==> config.mk <==
export PLATFORM = sky130hd
export DESIGN_NAME = mp_add_seq_flat
export DESIGN_NICKNAME = d
export VERILOG_FILES = /design/src/rtl/mp_add_seq_pkg.sv /design/src/rtl/mp_add_seq_if.sv /design/src/rtl/mp_add_seq_cla16bit.sv /design/src/rtl/mp_add_seq.sv /design/src/flat_wrapper.sv
export SDC_FILE = /design/constraint.sdc
export NUM_CORES = 1
export LEC_CHECK = 0
export ABC_CLOCK_PERIOD_IN_PS = 20700
export CORE_ASPECT_RATIO = 0.6
export CORE_MARGIN = 3
export CORE_UTILIZATION = 57
export CTS_BUF_LIST = sky130_fd_sc_hd__clkbuf_2 sky130_fd_sc_hd__clkbuf_4 sky130_fd_sc_hd__clkbuf_8
export DETAILED_ROUTE_END_ITERATION = 16
export PLACE_DENSITY = 0.88
export RECOVER_POWER = 25
export SETUP_SLACK_MARGIN = 0.15
export SKIP_LAST_GASP = 1
export SLEW_MARGIN = 25
export SYNTH_ARGS = -nofsm -noshare
export SYNTH_HDL_FRONTEND = slang
export SYNTH_HIERARCHICAL = 1
export SYNTH_SLANG_ARGS = --single-unit
==> constraint.sdc <==
create_clock -name clk -period 20.7 [get_ports clk]
set_input_delay 5.175 -clock clk [delete_from_list [all_inputs] [get_ports clk]]
set_output_delay 5.175 -clock clk [all_outputs]
set_load 0.02 [all_outputs]
==> src/rtl/mp_add_seq_pkg.sv <==
// Shared definitions for the multi-precision sequential adder:
// FSM state encodings, slice width and an index-width helper.
package mp_add_seq_pkg;

  localparam int SLICE_W = 16;

  typedef enum logic [1:0] {
    IDLE = 2'd0,
    RUN  = 2'd1,
    DONE = 2'd2
  } state_t;

  // Width of the slice index counter; never narrower than one bit.
  function automatic int idx_width(input int nwords);
    return (nwords > 1) ? $clog2(nwords) : 1;
  endfunction

endpackage

==> src/rtl/mp_add_seq_if.sv <==
// Operand/result handshake bundle for mp_add_seq.
// slave  = the adder block, master = the producer/consumer driving it.
interface mp_add_seq_if #(
  parameter int NWORDS = 4
);
  localparam int W = 16 * NWORDS;

  logic         in_valid;
  logic         in_ready;
  logic [W-1:0] a;
  logic [W-1:0] b;
  logic         sub;
  logic         out_valid;
  logic         out_ready;
  logic [W-1:0] sum;
  logic         cout;
  logic         ovf;

  modport slave (
    input  in_valid, a, b, sub, out_ready,
    output in_ready, out_valid, sum, cout, ovf
  );

  modport master (
    output in_valid, a, b, sub, out_ready,
    input  in_ready, out_valid, sum, cout, ovf
  );
endinterface

==> src/rtl/mp_add_seq_cla16bit.sv <==
// 16-bit two-level carry-lookahead adder: four 4-bit lookahead groups
// whose group carries are themselves produced by a lookahead unit.
module cla16bit (
  input  logic [15:0] a,
  input  logic [15:0] b,
  input  logic        cin,
  output logic [15:0] s,
  output logic        cout
);

  logic [15:0] g;
  logic [15:0] p;
  logic [15:0] c;
  logic [3:0]  gg;
  logic [3:0]  gp;
  logic [4:0]  gc;

  assign g = a & b;
  assign p = a ^ b;

  genvar gi;
  generate
    for (gi = 0; gi < 4; gi++) begin : g_group
      localparam int B = 4 * gi;
      // Bit carries inside the group, all derived from the group carry-in.
      assign c[B]   = gc[gi];
      assign c[B+1] = g[B] | (p[B] & gc[gi]);
      assign c[B+2] = g[B+1] | (p[B+1] & g[B]) | (p[B+1] & p[B] & gc[gi]);
      assign c[B+3] = g[B+2] | (p[B+2] & g[B+1]) | (p[B+2] & p[B+1] & g[B])
                    | (p[B+2] & p[B+1] & p[B] & gc[gi]);
      // Group generate/propagate for the second lookahead level.
      assign gg[gi] = g[B+3] | (p[B+3] & g[B+2]) | (p[B+3] & p[B+2] & g[B+1])
                    | (p[B+3] & p[B+2] & p[B+1] & g[B]);
      assign gp[gi] = &p[B+3:B];
    end
  endgenerate

  // Second-level lookahead across the four groups.
  assign gc[0] = cin;
  assign gc[1] = gg[0] | (gp[0] & cin);
  assign gc[2] = gg[1] | (gp[1] & gg[0]) | (gp[1] & gp[0] & cin);
  assign gc[3] = gg[2] | (gp[2] & gg[1]) | (gp[2] & gp[1] & gg[0])
               | (gp[2] & gp[1] & gp[0] & cin);
  assign gc[4] = gg[3] | (gp[3] & gg[2]) | (gp[3] & gp[2] & gg[1])
               | (gp[3] & gp[2] & gp[1] & gg[0]) | (&gp & cin);

  assign s    = p ^ c;
  assign cout = gc[4];

endmodule

==> src/rtl/mp_add_seq.sv <==
// Multi-precision add/subtract: one shared 16-bit CLA processes one slice
// per cycle, LSB first. Subtraction is A + ~B + 1, with the inversion done
// at capture and the +1 seeded into the carry register.
module mp_add_seq
  import mp_add_seq_pkg::*;
#(
  parameter int NWORDS = 4
) (
  input logic           clk,
  input logic           rst,
  mp_add_seq_if.slave   bus
);

  localparam int W  = SLICE_W * NWORDS;
  localparam int IW = idx_width(NWORDS);
  localparam logic [IW-1:0] LAST_IDX = IW'(NWORDS - 1);

  state_t               state_reg;
  state_t               state_next;
  logic [W-1:0]         a_reg;
  logic [W-1:0]         b_reg;      // already inverted for subtraction
  logic                 sub_reg;
  logic                 carry_reg;
  logic [IW-1:0]        idx_reg;
  logic [SLICE_W-1:0]   sum_words [NWORDS];
  logic                 cout_reg;
  logic                 ovf_reg;

  logic [SLICE_W-1:0]   a_words [NWORDS];
  logic [SLICE_W-1:0]   b_words [NWORDS];
  logic [SLICE_W-1:0]   cla_a;
  logic [SLICE_W-1:0]   cla_b;
  logic [SLICE_W-1:0]   cla_s;
  logic                 cla_cout;
  logic                 last_slice;
  logic                 accept;

  // Word views of the captured operands and of the result register.
  genvar gi;
  generate
    for (gi = 0; gi < NWORDS; gi++) begin : g_words
      assign a_words[gi] = a_reg[gi*SLICE_W +: SLICE_W];
      assign b_words[gi] = b_reg[gi*SLICE_W +: SLICE_W];
      assign bus.sum[gi*SLICE_W +: SLICE_W] = sum_words[gi];
    end
  endgenerate

  assign cla_a      = a_words[idx_reg];
  assign cla_b      = b_words[idx_reg];
  assign last_slice = (idx_reg == LAST_IDX);
  assign accept     = (state_reg == IDLE) && bus.in_valid;

  cla16bit u_cla (
    .a    (cla_a),
    .b    (cla_b),
    .cin  (carry_reg),
    .s    (cla_s),
    .cout (cla_cout)
  );

  assign bus.in_ready  = (state_reg == IDLE);
  assign bus.out_valid = (state_reg == DONE);
  assign bus.cout      = cout_reg;
  assign bus.ovf       = ovf_reg;

  // FSM state register.
  always_ff @(posedge clk or posedge rst) begin
    if (rst) state_reg <= IDLE;
    else     state_reg <= state_next;
  end

  // Next-state logic: accept in IDLE, step slices in RUN, hold result in DONE.
  always_comb begin
    state_next = state_reg;
    case (state_reg)
      IDLE:    if (bus.in_valid)  state_next = RUN;
      RUN:     if (last_slice)    state_next = DONE;
      DONE:    if (bus.out_ready) state_next = IDLE;
      default:                    state_next = IDLE;
    endcase
  end

  // Operand capture and per-slice datapath; result regs hold after DONE.
  always_ff @(posedge clk or posedge rst) begin
    if (rst) begin
      a_reg     <= '0;
      b_reg     <= '0;
      sub_reg   <= 1'b0;
      carry_reg <= 1'b0;
      idx_reg   <= '0;
      cout_reg  <= 1'b0;
      ovf_reg   <= 1'b0;
      for (int i = 0; i < NWORDS; i++) sum_words[i] <= '0;
    end else if (accept) begin
      a_reg     <= bus.a;
      b_reg     <= bus.sub ? ~bus.b : bus.b;
      sub_reg   <= bus.sub;
      carry_reg <= bus.sub;
      idx_reg   <= '0;
    end else if (state_reg == RUN) begin
      sum_words[idx_reg] <= cla_s;
      carry_reg          <= cla_cout;
      if (last_slice) begin
        cout_reg <= cla_cout;
        // Overflow: like-signed operands (after inversion) giving a sum of
        // the other sign. The current adder MSB is the result sign bit.
        ovf_reg  <= (a_reg[W-1] == b_reg[W-1]) && (cla_s[SLICE_W-1] != a_reg[W-1]);
      end else begin
        idx_reg  <= idx_reg + 1'b1;
      end
    end
  end

  // The captured mode is fully encoded in b_reg and the carry seed; keep
  // the register observable in simulation only.
  logic sub_unused;
  assign sub_unused = sub_reg;

endmodule

==> src/flat_wrapper.sv <==
// flat-port wrapper written by rule: the top's interface ports become plain ports
module mp_add_seq_flat import mp_add_seq_pkg::*;
#(
  parameter int NWORDS = 4
)
  (clk, rst, bus_in_valid, bus_a, bus_b, bus_sub, bus_out_ready, bus_in_ready, bus_out_valid, bus_sum, bus_cout, bus_ovf);
  mp_add_seq_if #(.NWORDS(NWORDS)) bus_i ();
  input logic clk;
  input logic rst;
  input wire logic [$bits(bus_i.in_valid)-1:0] bus_in_valid;
  input wire logic [$bits(bus_i.a)-1:0] bus_a;
  input wire logic [$bits(bus_i.b)-1:0] bus_b;
  input wire logic [$bits(bus_i.sub)-1:0] bus_sub;
  input wire logic [$bits(bus_i.out_ready)-1:0] bus_out_ready;
  output wire logic [$bits(bus_i.in_ready)-1:0] bus_in_ready;
  output wire logic [$bits(bus_i.out_valid)-1:0] bus_out_valid;
  output wire logic [$bits(bus_i.sum)-1:0] bus_sum;
  output wire logic [$bits(bus_i.cout)-1:0] bus_cout;
  output wire logic [$bits(bus_i.ovf)-1:0] bus_ovf;
  assign bus_i.in_valid = bus_in_valid;
  assign bus_i.a = bus_a;
  assign bus_i.b = bus_b;
  assign bus_i.sub = bus_sub;
  assign bus_i.out_ready = bus_out_ready;
  assign bus_in_ready = bus_i.in_ready;
  assign bus_out_valid = bus_i.out_valid;
  assign bus_sum = bus_i.sum;
  assign bus_cout = bus_i.cout;
  assign bus_ovf = bus_i.ovf;
  mp_add_seq #(.NWORDS(NWORDS)) u_core (.clk(clk), .rst(rst), .bus(bus_i));
endmodule
# Word level (Yosys, flattened, before mapping)
# Index checks and enable logic that the tools add are counted.
# word_totals
register_bits	199
inputBits	133
out_inout_bits	68
word_cells	179
# op_classes
magnitude_cmp	2
bitwise	123
n_mux	19
eq_ne	9
reduce_logical	14
addsub	1
# op_table
cell	n
$mux 16	5
$and 1x1->1	71
$bmux 16 s2	2
$bwmux 64	1
$mux 64	1
$not 64->64	1
$or 1x1->1	46
$demux 16 s2	1
$xor 16x16->16	2
$and 16x16->16	1
$reduce_and 16->1	1
$reduce_and 4->1	4
$mux 2	6
$ne 2x2->1 const B	3
$pmux 2 s3	1
$reduce_and 3->1	2
$eq 2x2->1 const B	2
$reduce_and 2->1	2
$ge 3x3->1 const B	1
$logic_and 1x1->1	3
$lt 3x1->1 const B	1
$not 2->3	1
$add 2x1->2 const B	1
$eq 2x1->1 const B	1
other kinds (7)	8

# Logic depth before layout (Yosys ltp)
# Gate-level depths: netlist of run 1.
# logic_depth
word_depth	18
mapped_depth	12
mapped_depth_nobuf	10

# Cells and area by module
# Netlist of run 1, hierarchy kept.
# modules_own_cells
module	instances	seq_area_each_um2	cells_each	area_per_inst_um2
mp_add_seq	1	4979.8	630	8949.8
cla16bit	1	0.0	94	747.0

# Worst setup path after synthesis of run 1
# OpenSTA, ideal clock, no wires.
# synth_path
path_kind	input -> register
start	in bus_in_valid
end	reg u_core.a_reg[25]
required_ns	20.575
path_buffers	2
setup_slack_ns	14.563
path_stages	4
t_arrival_ns	6.013
setup_ns	0.125
cell_sequence	nor3b_2 -> buf_4 -> buf_6 -> mux2_2
# synth_between
elab_chain_cells	1
# synth_rtl
item	line_no	text
start: declaration	flat_wrapper.sv:10	input wire logic [$bits(bus_i.in_valid)-1:0] bus_in_valid;
$logic_and 1x1->1	mp_add_seq.sv:51	assign accept = (state_reg == IDLE) && bus.in_valid;
end signal: assignment	mp_add_seq.sv:95	a_reg <= bus.a;
end: declaration	mp_add_seq.sv:20	logic [W-1:0] a_reg;
# Every way passes these cells.
# A chain may end at the register's enable or synchronous reset.

==> reports/metrics.cfg, run 1 <==
[final_layout]
final_nets=1061
drive_gt1_share_pct=15.92
nFillCells=1143
syn_to_final_growth_pct=24.04
final_util_pct=73.16
n_antenna_cell=0
stdcell_count=1145

[sta]
max_freq_ghz=0.1054
setup_tns_ps=0
min_period_ps=9491
slew_headroom_pct=-256.7
worstMarginPinSlew_ps=5322
fin_skew_ps=22.08
finalCritPeriodShare_pct=45.85
hold_violations=0
rsz0062_at_grt=no
drv_slew=145
setup_viol=0

[critical_path]
critPathMaxStageDelay_ps=2930
r2r-start=u_core/idx_reg[0]
r2r_setup_slack_ps=14740
cp_max_fo=120
path_buf_inv=2
cp.arrival_ps=8780
crit_start=rst
crit_family=buffers and inverters
cp_cell_sequence=dlygate4sd3_1 > clkinvlp_2
r2r-end=u_core/bus.ovf
worstPathRequired_ps=19990
worstSetupEndpointType=async pin
crit_type=in -> async
slowest_stage=clkinvlp_2
critPathLaunchType=input port
reg2regPathDepth=11

[worst_hold_path]
hold_depth=1
min-delay-start=u_core/a_reg[19]
hold_path_end=u_core/a_reg[19]
hp-class=reg -> reg

[pwr]
power_density_nw_per_um2=202.1
leakagePower_nw=4.892
vdd_drop_max_uv=118.1

[floorplanning]
fp.dieH_um=107.0
die_x_um=174.4
start_util_pct=58.98
num_rows=36
ios=201
die_area_um2=18660
core_um2=16440

[yosys]
synth_largest_area_cell=dfrtp_1
yosysSeqAreaShare_pct=51.35
syn_area_um2=9697
yosys.cell_types.count=50
yosys_warnings=6
synth_seq_cells=199
ys.flop_type=dfrtp_1
async_flop_share_pct=100.0
synth-edff-count=0
post-synth-top-count-cell=dfrtp_1
synth_fp_nets=881
synth_top_area_share_pct=51.35
synthTopCellsByArea=dfrtp_1, mux4_2, mux2_2, xnor2_1, mux2_4
syn_inst=724
ys_top_cells_by_count=dfrtp_1, nor2_1, a21oi_1, xnor2_1, mux2_2
syn_avg_cell_area_um2=13.39

[global_routing]
antenna_found_initial=1
overflow=0
grt_max_degree=129
grt_pass1_vias=6393
grt_pass1_wl_um=35050
grt.total_usage_pct=24.37

[clock_network]
htree_levels=4
cts_tree=done
cts.sinks=199
post_cts_resized=0
cts_setup_buffers=0
clock_latency_ps=450
cts_hold_buf=0
cts_root_buf=clkbuf_8
cts_buffers=17
clk_path_buf_depth=2
clk_pin_slew_worst_paths_ps=100

[outcome]
violations=max-capacitance violations, max-slew violations
status=finished, violations left

[route]
drc_errors=0
drtIter0Drc=549
ant_nets=0
dr.pass1.iters=5
routed_wl_um=22210
vias=6314
via_per_inst=5.514
wl_per_cell_um=19.40

[placement]
placed_cells=1113
io_buffers=200
gp_congestion=0.8141
dp_hpwl_um=16190

[flow_run]
cap_violations=2

-- logic make-up (layout without fill, tap and decap cells) --
logic type	count (synthesis)	count (layout)	synth area share (%)
compound gates	103	103	6.168
xor+xnor	73	73	6.594
fa+ha+maj	24	24	3.406
buf+inv	54	247	3.458
flops	199	199	51.35
mux	165	165	24.00
simple gates	106	106	5.019
-- worst max path at each step --
stage	endpoint	cells past startpoint
2_1_floorplan	u_core/a_reg[0]	1
3_3_place_gp	u_core/a_reg[46]	5
3_5_place_dp	u_core/a_reg[46]	5
4_1_cts	u_core/a_reg[46]	5
5_1_grt	u_core/idx_reg[1]	2
6_report	u_core/idx_reg[1]	2
-- layer usage --
metal	up-vias	global-route usage, %	part of all wire, %
met5	-	0	0.059
met4	2	5.505	0.95
met3	20	5.909	7.0
met2	245	36.09	44
li1	2894	-	-
met1	3153	36.79	48
-- where the power goes --
group | leakage (nW) | switching, W | internal, W | total [W]
clock network | 0.206 | 0.000146 | 0.000103 | 0.000249
registers | 2.30 | 0.000138 | 0.000595 | 0.000732
logic | 2.39 | 0.000787 | 0.000663 | 0.00145
-- placed cells by master, fill, tap and decap left out, types with 6 or more instances in the layout --
master           instances
mux4_2                  32
xor2_1                   6
a21oi_1                 70
dfrtp_1                198
mux2_2                  62
mux2_1                  62
clkdlybuf4s50_1        196
nand2_1                 11
ha_1                    20
o21ai_0                  8
xnor2_1                 67
clkbuf_8                17
nor2_1                  78
inv_6                    6
mux2_4                   6
inv_1                   10
-- cell type report --
type	count	area (µm²)	share of cell area (%)
Sequential cell	199	4981	41.41
Multi-Input combinational cell	471	4284	35.62
Inverter	11	42.54	0.3537
Tap cell	228	285.3	2.372
Clock buffer	18	241.5	2.008
Timing Repair Buffer	204	2033	16.90
Clock inverter	14	160.2	1.332
-- stage by stage --
stage | area (µm²) | hold WS (ps) | worst slack, ps | total power, W
after floorplan | 9697 | 452.4 | 10100 | 0.001767
after global placement | 11730 | 464.2 | 12540 | 0.002186
after detailed placement | 11730 | 470.8 | 12510 | 0.002249
after CTS | 12140 | 496.2 | 12980 | 0.002510
after global routing | 12030 | 503.9 | 10370 | 0.002591
final | 12030 | 493.0 | 11210 | 0.002431
(Power assumes the default switching activity.)
==> run 2, diff against run 1 <==
--- a/config.mk
+++ b/config.mk
@@ -5,13 +5,13 @@
 export SDC_FILE = /design/constraint.sdc
 export NUM_CORES = 1
 export LEC_CHECK = 0
-export ABC_CLOCK_PERIOD_IN_PS = 20700
+export ABC_CLOCK_PERIOD_IN_PS = 8000
 export CORE_ASPECT_RATIO = 0.6
 export CORE_MARGIN = 3
-export CORE_UTILIZATION = 57
+export CORE_UTILIZATION = 48
 export CTS_BUF_LIST = sky130_fd_sc_hd__clkbuf_2 sky130_fd_sc_hd__clkbuf_4 sky130_fd_sc_hd__clkbuf_8
 export DETAILED_ROUTE_END_ITERATION = 16
-export PLACE_DENSITY = 0.88
+export PLACE_DENSITY = 0.79
 export RECOVER_POWER = 25
 export SETUP_SLACK_MARGIN = 0.15
 export SKIP_LAST_GASP = 1
==> constraint.sdc (replaced) <==
create_clock -name clk -period 8 [get_ports clk]
set_input_delay 2 -clock clk [delete_from_list [all_inputs] [get_ports clk]]
set_output_delay 2 -clock clk [all_outputs]
set_load 0.02 [all_outputs]
==> run 2 against run 1 <==
Against the previous run:
- the run still ends with max-capacitance violations, max-slew violations left
- global-route usage fell by 2.8 points
- first-iteration DRC count up 0.73%
- critical path depth increased by 7
- cell area up 1.0%
- clock-buffer cell count increased by 1
- via count decreased by 0.86%
- highest routed layer unchanged
==> reports/metrics.cfg, run 2 (synthesized netlist as in run 1, its figures left out) <==
[final_layout]
final_nets=1060  ; was 1061
syn_to_final_growth_pct=25.30  ; was 24.04%
stdcell_count=1181  ; was 1145
final_util_pct=62.56  ; was 73.16%
final_common_cell=dfrtp_1  ; unchanged
drive_gt1_share_pct=18.58  ; was 15.92%
mostFrequentLayoutCells=dfrtp_1, clkdlybuf4s50_1, nor2_1, a21oi_1, xnor2_1  ; unchanged
n_antenna_cell=0  ; unchanged

[placement]
placed_cells=1150  ; was 1113
dp_hpwl_um=17030  ; was 16190 µm
gp_congestion=0.7771  ; was 0.8141
io_buffers=200  ; unchanged

[clock_network]
clock_latency_ps=460  ; was 450 ps
cts_buffers=17  ; unchanged
clk_pin_slew_worst_paths_ps=100  ; about the same
cts_setup_buffers=0  ; unchanged
clk_path_buf_depth=2  ; unchanged
cts_hold_buf=0  ; unchanged
cts_tree=done  ; unchanged
cts_root_buf=clkbuf_8  ; unchanged
cts.sinks=199  ; unchanged
htree_levels=4  ; unchanged
post_cts_resized=0  ; unchanged

[sta]
rsz0062_at_grt=no  ; unchanged
min_period_ps=4195
hold_violations=0  ; unchanged
setup_viol=0  ; unchanged
fin_skew_ps=16.68  ; was 22.08 ps
max_freq_ghz=0.2384
slew_headroom_pct=-12.59  ; was -256.7%
setup_tns_ps=0  ; unchanged
finalCritPeriodShare_pct=52.43
drv_slew=38  ; was 145
worstMarginPinSlew_ps=1689  ; was 5322 ps

[critical_path]
worstSetupEndpointType=flop  ; was async pin
critPathLaunchType=flop  ; was input port
cp.arrival_ps=4590  ; was 8780 ps
r2r-start=u_core/idx_reg[1]  ; was u_core/idx_reg[0]
worstPathRequired_ps=8390  ; was 19990 ps
r2r_setup_slack_ps=3810  ; was 14740 ps
crit_type=reg -> reg  ; was in -> async
r2r-end=u_core/bus.sum[45]  ; was u_core/bus.ovf
reg2regPathDepth=9  ; was 11
slowest_stage=dfrtp_1  ; was clkinvlp_2
critPathMaxStageDelay_ps=1490  ; was 2930 ps
cp_cell_sequence=mux4_2 > ha_1 > a21oi_1 > o21ai_0 > a21oi_2 > nand2_1 > fa_1 > xor2_1 > mux2_2  ; was dlygate4sd3_1 > clkinvlp_2
cp_max_fo=37  ; was 120

[global_routing]
grt.total_usage_pct=21.58  ; was 24.37%
grt_pass1_wl_um=36280  ; was 35050 µm
antenna_found_initial=1  ; unchanged
grt_pass1_vias=6355  ; was 6393
grt_max_degree=193  ; was 129
overflow=0  ; unchanged

[route]
via_per_inst=5.301  ; was 5.514
vias=6260  ; was 6314
drtIter0Drc=553  ; was 549
drc_errors=0  ; unchanged
dr.pass1.iters=5  ; unchanged
routed_wl_um=22980  ; was 22210 µm
ant_nets=0  ; unchanged
wl_per_cell_um=19.46  ; was 19.40 µm

[pwr]
power_density_nw_per_um2=533.2  ; was 202.1 nW/µm²
vdd_drop_max_uv=362.7  ; was 118.1 µV
power_w=0.006479  ; was 0.002431 W
leakagePower_nw=4.989  ; was 4.892 nW

[floorplanning]
fp.dieH_um=116.1  ; was 107.0 µm
core_um2=19420  ; was 16440 µm²
die_x_um=189.5  ; was 174.4 µm
start_util_pct=49.93  ; was 58.98%
die_area_um2=22000  ; was 18660 µm²
num_rows=39  ; was 36
ios=201  ; unchanged

[flow_run]
cap_violations=1  ; was 2

[outcome]
violations=max-capacitance violations, max-slew violations  ; unchanged
status=finished, violations left  ; unchanged

[worst_hold_path]
hold_path_end=u_core/a_reg[8]  ; was u_core/a_reg[19]
min-delay-start=u_core/a_reg[8]  ; was u_core/a_reg[19]
hold_depth=1  ; unchanged
hp-class=reg -> reg  ; unchanged

run 2: cell count changes in the layout (fill, tap and decap cells not counted), moves of 2 or more:
cell,delta
clkinv_4,+3
inv_8,+2
buf_6,-2
mux2_4,+22
inv_6,-5
o21ai_0,-2
mux2_1,-22
clkinvlp_4,+2
run 2: final cells by class:
class | instances | area, µm²
fill | 1590 | 7271
sequential | 199 | 4981
multi-input combinational | 471 | 4380
timing repair buffer | 203 | 2034
tap | 266 | 332.8
clock buffer | 19 | 255.2
clock inverter | 12 | 117.6
inverter | 11 | 48.80
run 2: worst max-delay path by stage:
| stage | start | endpoint | cells after the start |
|---|---|---|---|
| detailed placement | rst | u_core/idx_reg[0] | 3 |
| CTS | u_core/idx_reg[0] | u_core/bus.ovf | 11 |
| finish | u_core/idx_reg[1] | u_core/bus.sum[45] | 9 |
| global placement | rst | u_core/idx_reg[0] | 3 |
| global route | u_core/idx_reg[1] | u_core/bus.ovf | 10 |
| floorplan | rst | u_core/a_reg[0] | 1 |
run 2: per-stage QoR:
step | area [µm²] | setup slack [ps] | hold slack [ps]
final | 12150 | 3805 | 493.2
after global routing | 12150 | 3483 | 504.9
after floorplan | 9697 | 574.3 | 452.4
after detailed placement | 11790 | 3865 | 474.0
after global placement | 11790 | 3850 | 462.5
after CTS | 12160 | 3965 | 495.2
run 2: report_power, final:
part | total [W] | switching (W) | internal (W) | leakage [nW]
sequential | 0.00191 | 0.000369 | 0.00154 | 2.30
clock | 0.000613 | 0.000375 | 0.000238 | 0.184
combinational | 0.00396 | 0.00208 | 0.00188 | 2.51
total | 0.00648 | 0.00283 | 0.00365 | 4.99
run 2: per-layer routing:
layer	up-vias	global-route usage [%]	part of all wire [%]
met4	2	3.297	0.48
met5	-	0	0.087
li1	2895	-	-
met2	208	31.56	43
met3	9	5.399	6.5
met1	3146	33.44	50
run 2: worst max-delay path, delay by kind of cell, from the launching register on:
kind,cells,cell delay (ps)
DFF,1,1490
adders and majority gates,2,770
muxes,2,710
AOI/OAI and AO/OA,3,620
xor gates and xnor gates,1,390
and+or+nand+nor,1,140
==> run 3, diff against run 2 <==
--- a/config.mk
+++ b/config.mk
@@ -5,13 +5,13 @@
 export SDC_FILE = /design/constraint.sdc
 export NUM_CORES = 1
 export LEC_CHECK = 0
-export ABC_CLOCK_PERIOD_IN_PS = 8000
+export ABC_CLOCK_PERIOD_IN_PS = 4000
 export CORE_ASPECT_RATIO = 0.6
 export CORE_MARGIN = 3
-export CORE_UTILIZATION = 48
+export CORE_UTILIZATION = 53
 export CTS_BUF_LIST = sky130_fd_sc_hd__clkbuf_2 sky130_fd_sc_hd__clkbuf_4 sky130_fd_sc_hd__clkbuf_8
 export DETAILED_ROUTE_END_ITERATION = 16
-export PLACE_DENSITY = 0.79
+export PLACE_DENSITY = 0.82
 export RECOVER_POWER = 25
 export SETUP_SLACK_MARGIN = 0.15
 export SKIP_LAST_GASP = 1
==> constraint.sdc (replaced) <==
create_clock -name clk -period 4 [get_ports clk]
set_input_delay 1 -clock clk [delete_from_list [all_inputs] [get_ports clk]]
set_output_delay 1 -clock clk [all_outputs]
set_load 0.02 [all_outputs]
==> run 3 against run 2 <==
Against the previous run:
- maximum frequency up 17%
- the flow still finishes with violations (max-capacitance violations, max-slew violations)
- largest cell class unchanged
- clock power up 120%
- die area down 9.0%
- clock-buffer cell count unchanged
- sequential share of layout area down 0.35 points
- global-route usage up 1.3 points
- sequential power up 98%
- critical path depth up 1
- combinational power up 100%
- flip-flop and latch count unchanged
- first-iteration DRC count down 37%
- setup slack worse by 3400 ps
==> reports/metrics.cfg, run 3 (synthesized netlist as in run 1, its figures left out) <==
[outcome]
status=finished, violations left  ; unchanged
violations=max-capacitance violations, max-slew violations  ; unchanged

[final_layout]
syn_to_final_growth_pct=26.40  ; was 25.30%
n_antenna_cell=0  ; unchanged
stdcell_count=1158  ; was 1181
mostFrequentLayoutCells=clkdlybuf4s50_1, dfrtp_1, nor2_1, a21oi_1, xnor2_1  ; was dfrtp_1, clkdlybuf4s50_1, nor2_1, a21oi_1, xnor2_1
final_nets=1068  ; was 1060
final_common_cell=clkdlybuf4s50_1  ; was dfrtp_1
nFillCells=1226  ; was 1590
stdcell_area_um2=12260  ; was 12150 µm²
drive_gt1_share_pct=19.70  ; was 18.58%

[clock_network]
htree_levels=4  ; unchanged
cts_root_buf=clkbuf_8  ; unchanged
cts_tree=done  ; unchanged
cts_hold_buf=0  ; unchanged
clock_latency_ps=450  ; was 460 ps
cts.sinks=199  ; unchanged
cts_buffers=17  ; unchanged
clk_path_buf_depth=2  ; unchanged
cts_setup_buffers=0  ; unchanged
clk_pin_slew_worst_paths_ps=100  ; about the same
post_cts_resized=0  ; unchanged

[global_routing]
grt.total_usage_pct=22.92  ; was 21.58%
overflow=0  ; unchanged
grt_max_degree=111  ; was 193
grt_pass1_wl_um=35980  ; was 36280 µm
antenna_found_initial=0  ; was 1
grt_pass1_vias=6522  ; was 6355

[sta]
finalCritPeriodShare_pct=89.64  ; was 52.43%
hold_violations=0  ; unchanged
worstMarginPinSlew_ps=2020  ; was 1689 ps
fin_skew_ps=20.52  ; was 16.68 ps
setup_viol=0  ; unchanged
timing.final.ws_setup_ps=414.6  ; was 3805 ps
max_freq_ghz=0.2789  ; was 0.2384 GHz
min_period_ps=3585  ; was 4195 ps
drv_slew=88  ; was 38
slew_headroom_pct=-34.65  ; was -12.59%
rsz0062_at_grt=no  ; unchanged
setup_tns_ps=0  ; unchanged

[route]
dr.pass1.iters=4  ; was 5
vias=6345  ; was 6260
drc_errors=0  ; unchanged
via_per_inst=5.479  ; was 5.301
ant_nets=0  ; unchanged
drtIter0Drc=348  ; was 553
wl_per_cell_um=19.56  ; was 19.46 µm
routed_wl_um=22650  ; was 22980 µm

[critical_path]
critPathLaunchType=flop  ; unchanged
cp_max_fo=34  ; was 37
worstSetupEndpointType=flop  ; unchanged
cp.arrival_ps=3870  ; was 4590 ps
worstPathRequired_ps=4280  ; was 8390 ps
crit_type=reg -> reg  ; unchanged

[worst_hold_path]
hp-class=reg -> reg  ; unchanged

[pwr]
p_seq_share_pct=29.0  ; was 29.4%
p_int_w=0.007484  ; was 0.003650 W
clkPwrFrac_pct=10.2  ; was 9.5%
power_w=0.01307  ; was 0.006479 W
leakagePower_nw=5.058  ; was 4.989 nW
vdd_drop_max_uv=582.9  ; was 362.7 µV
comb_power_share_pct=60.8  ; was 61.1%
netSwitchingPower_w=0.005585  ; was 0.002828 W
power_density_nw_per_um2=1066  ; was 533.2 nW/µm²
swShare_pct=42.73  ; was 43.66%

[floorplanning]
fp.dieH_um=110.8  ; was 116.1 µm
num_rows=37  ; was 39
core_um2=17550  ; was 19420 µm²
ios=201  ; unchanged
start_util_pct=55.27  ; was 49.93%
die_x_um=180.6  ; was 189.5 µm
die_area_um2=20010  ; was 22000 µm²

[placement]
placed_cells=1126  ; was 1150
io_buffers=200  ; unchanged
dp_hpwl_um=17160  ; was 17030 µm
gp_congestion=0.8333  ; was 0.7771
dp_slack_ps=495.9  ; was 3865 ps
dpl_cell_area_um2=11870  ; was 11790 µm²

[flow_run]
cap_violations=1  ; unchanged

## run 3: worst paths after layout
check | startpoint | to | slack (ps) | depth (start not counted)
worst max-delay path | u_core/idx_reg[1] | u_core/bus.ovf | 410 | 10
worst min-delay path | u_core/a_reg[3] | u_core/a_reg[3] | 490 | 1
worst max register to register | u_core/idx_reg[1] | u_core/bus.ovf | 410 | 10
worst min register to register | u_core/a_reg[3] | u_core/a_reg[3] | 490 | 1
max in group asynchronous | rst | u_core/a_reg[46] | 930 | 3
min in group asynchronous | rst | u_core/bus.sum[34] | 880 | 2
## run 3: critical path, stage by stage (launching register included)
cell and delay, ps:
dfrtp_2 910, mux4_2 440, ha_1 400, o211ai_2 120, nor4_2 390, nand2_1 170
and4b_1 230, nor3_2 330, and3b_1 220, a21oi_1 110, o21ai_0 80
## run 3: layer usage
layer  part of all wire, %  up-vias  track usage (%)  wire (µm)
met2                    46      212            34.88      10340
met5                     0        -                0          0
met3                   6.7       13            5.443       1524
met1                    47     3208            34.12      10660
met4                  0.53        0            4.292        121
li1                      -     2912                -          -
## run 3: through the flow
stage / hold WS, ps / util, %
2_1_floorplan: 452.4 / -
3_3_place_gp: 465.5 / 67.62
3_5_place_dp: 473.2 / 67.62
4_1_cts: 494.3 / 70.03
5_1_grt: 509.7 / 69.86
6_report: 493.0 / 69.86
## run 3: final cells by class
class                           instances  area, µm²  area share [%]
Clock buffer                           19      255.2           2.082
Clock inverter                         13      166.4           1.358
Inverter                               11      42.54          0.3471
Multi-Input combinational cell        471       4388           35.80
Sequential cell                       199       4982           40.65
Tap cell                              234      292.8           2.389
Timing Repair Buffer                  211       2130           17.37
## run 3: power by group through the flow
stage / Combinational [W] / Clock [W] / Sequential, W
2_1_floorplan: 0.00523 / 0 / 0.00392
3_3_place_gp: 0.00763 / 0 / 0.00379
3_5_place_dp: 0.00791 / 0 / 0.00382
4_1_cts: 0.00796 / 0.00136 / 0.00379
5_1_grt: 0.00862 / 0.00144 / 0.00392
6_report: 0.00795 / 0.00133 / 0.00379
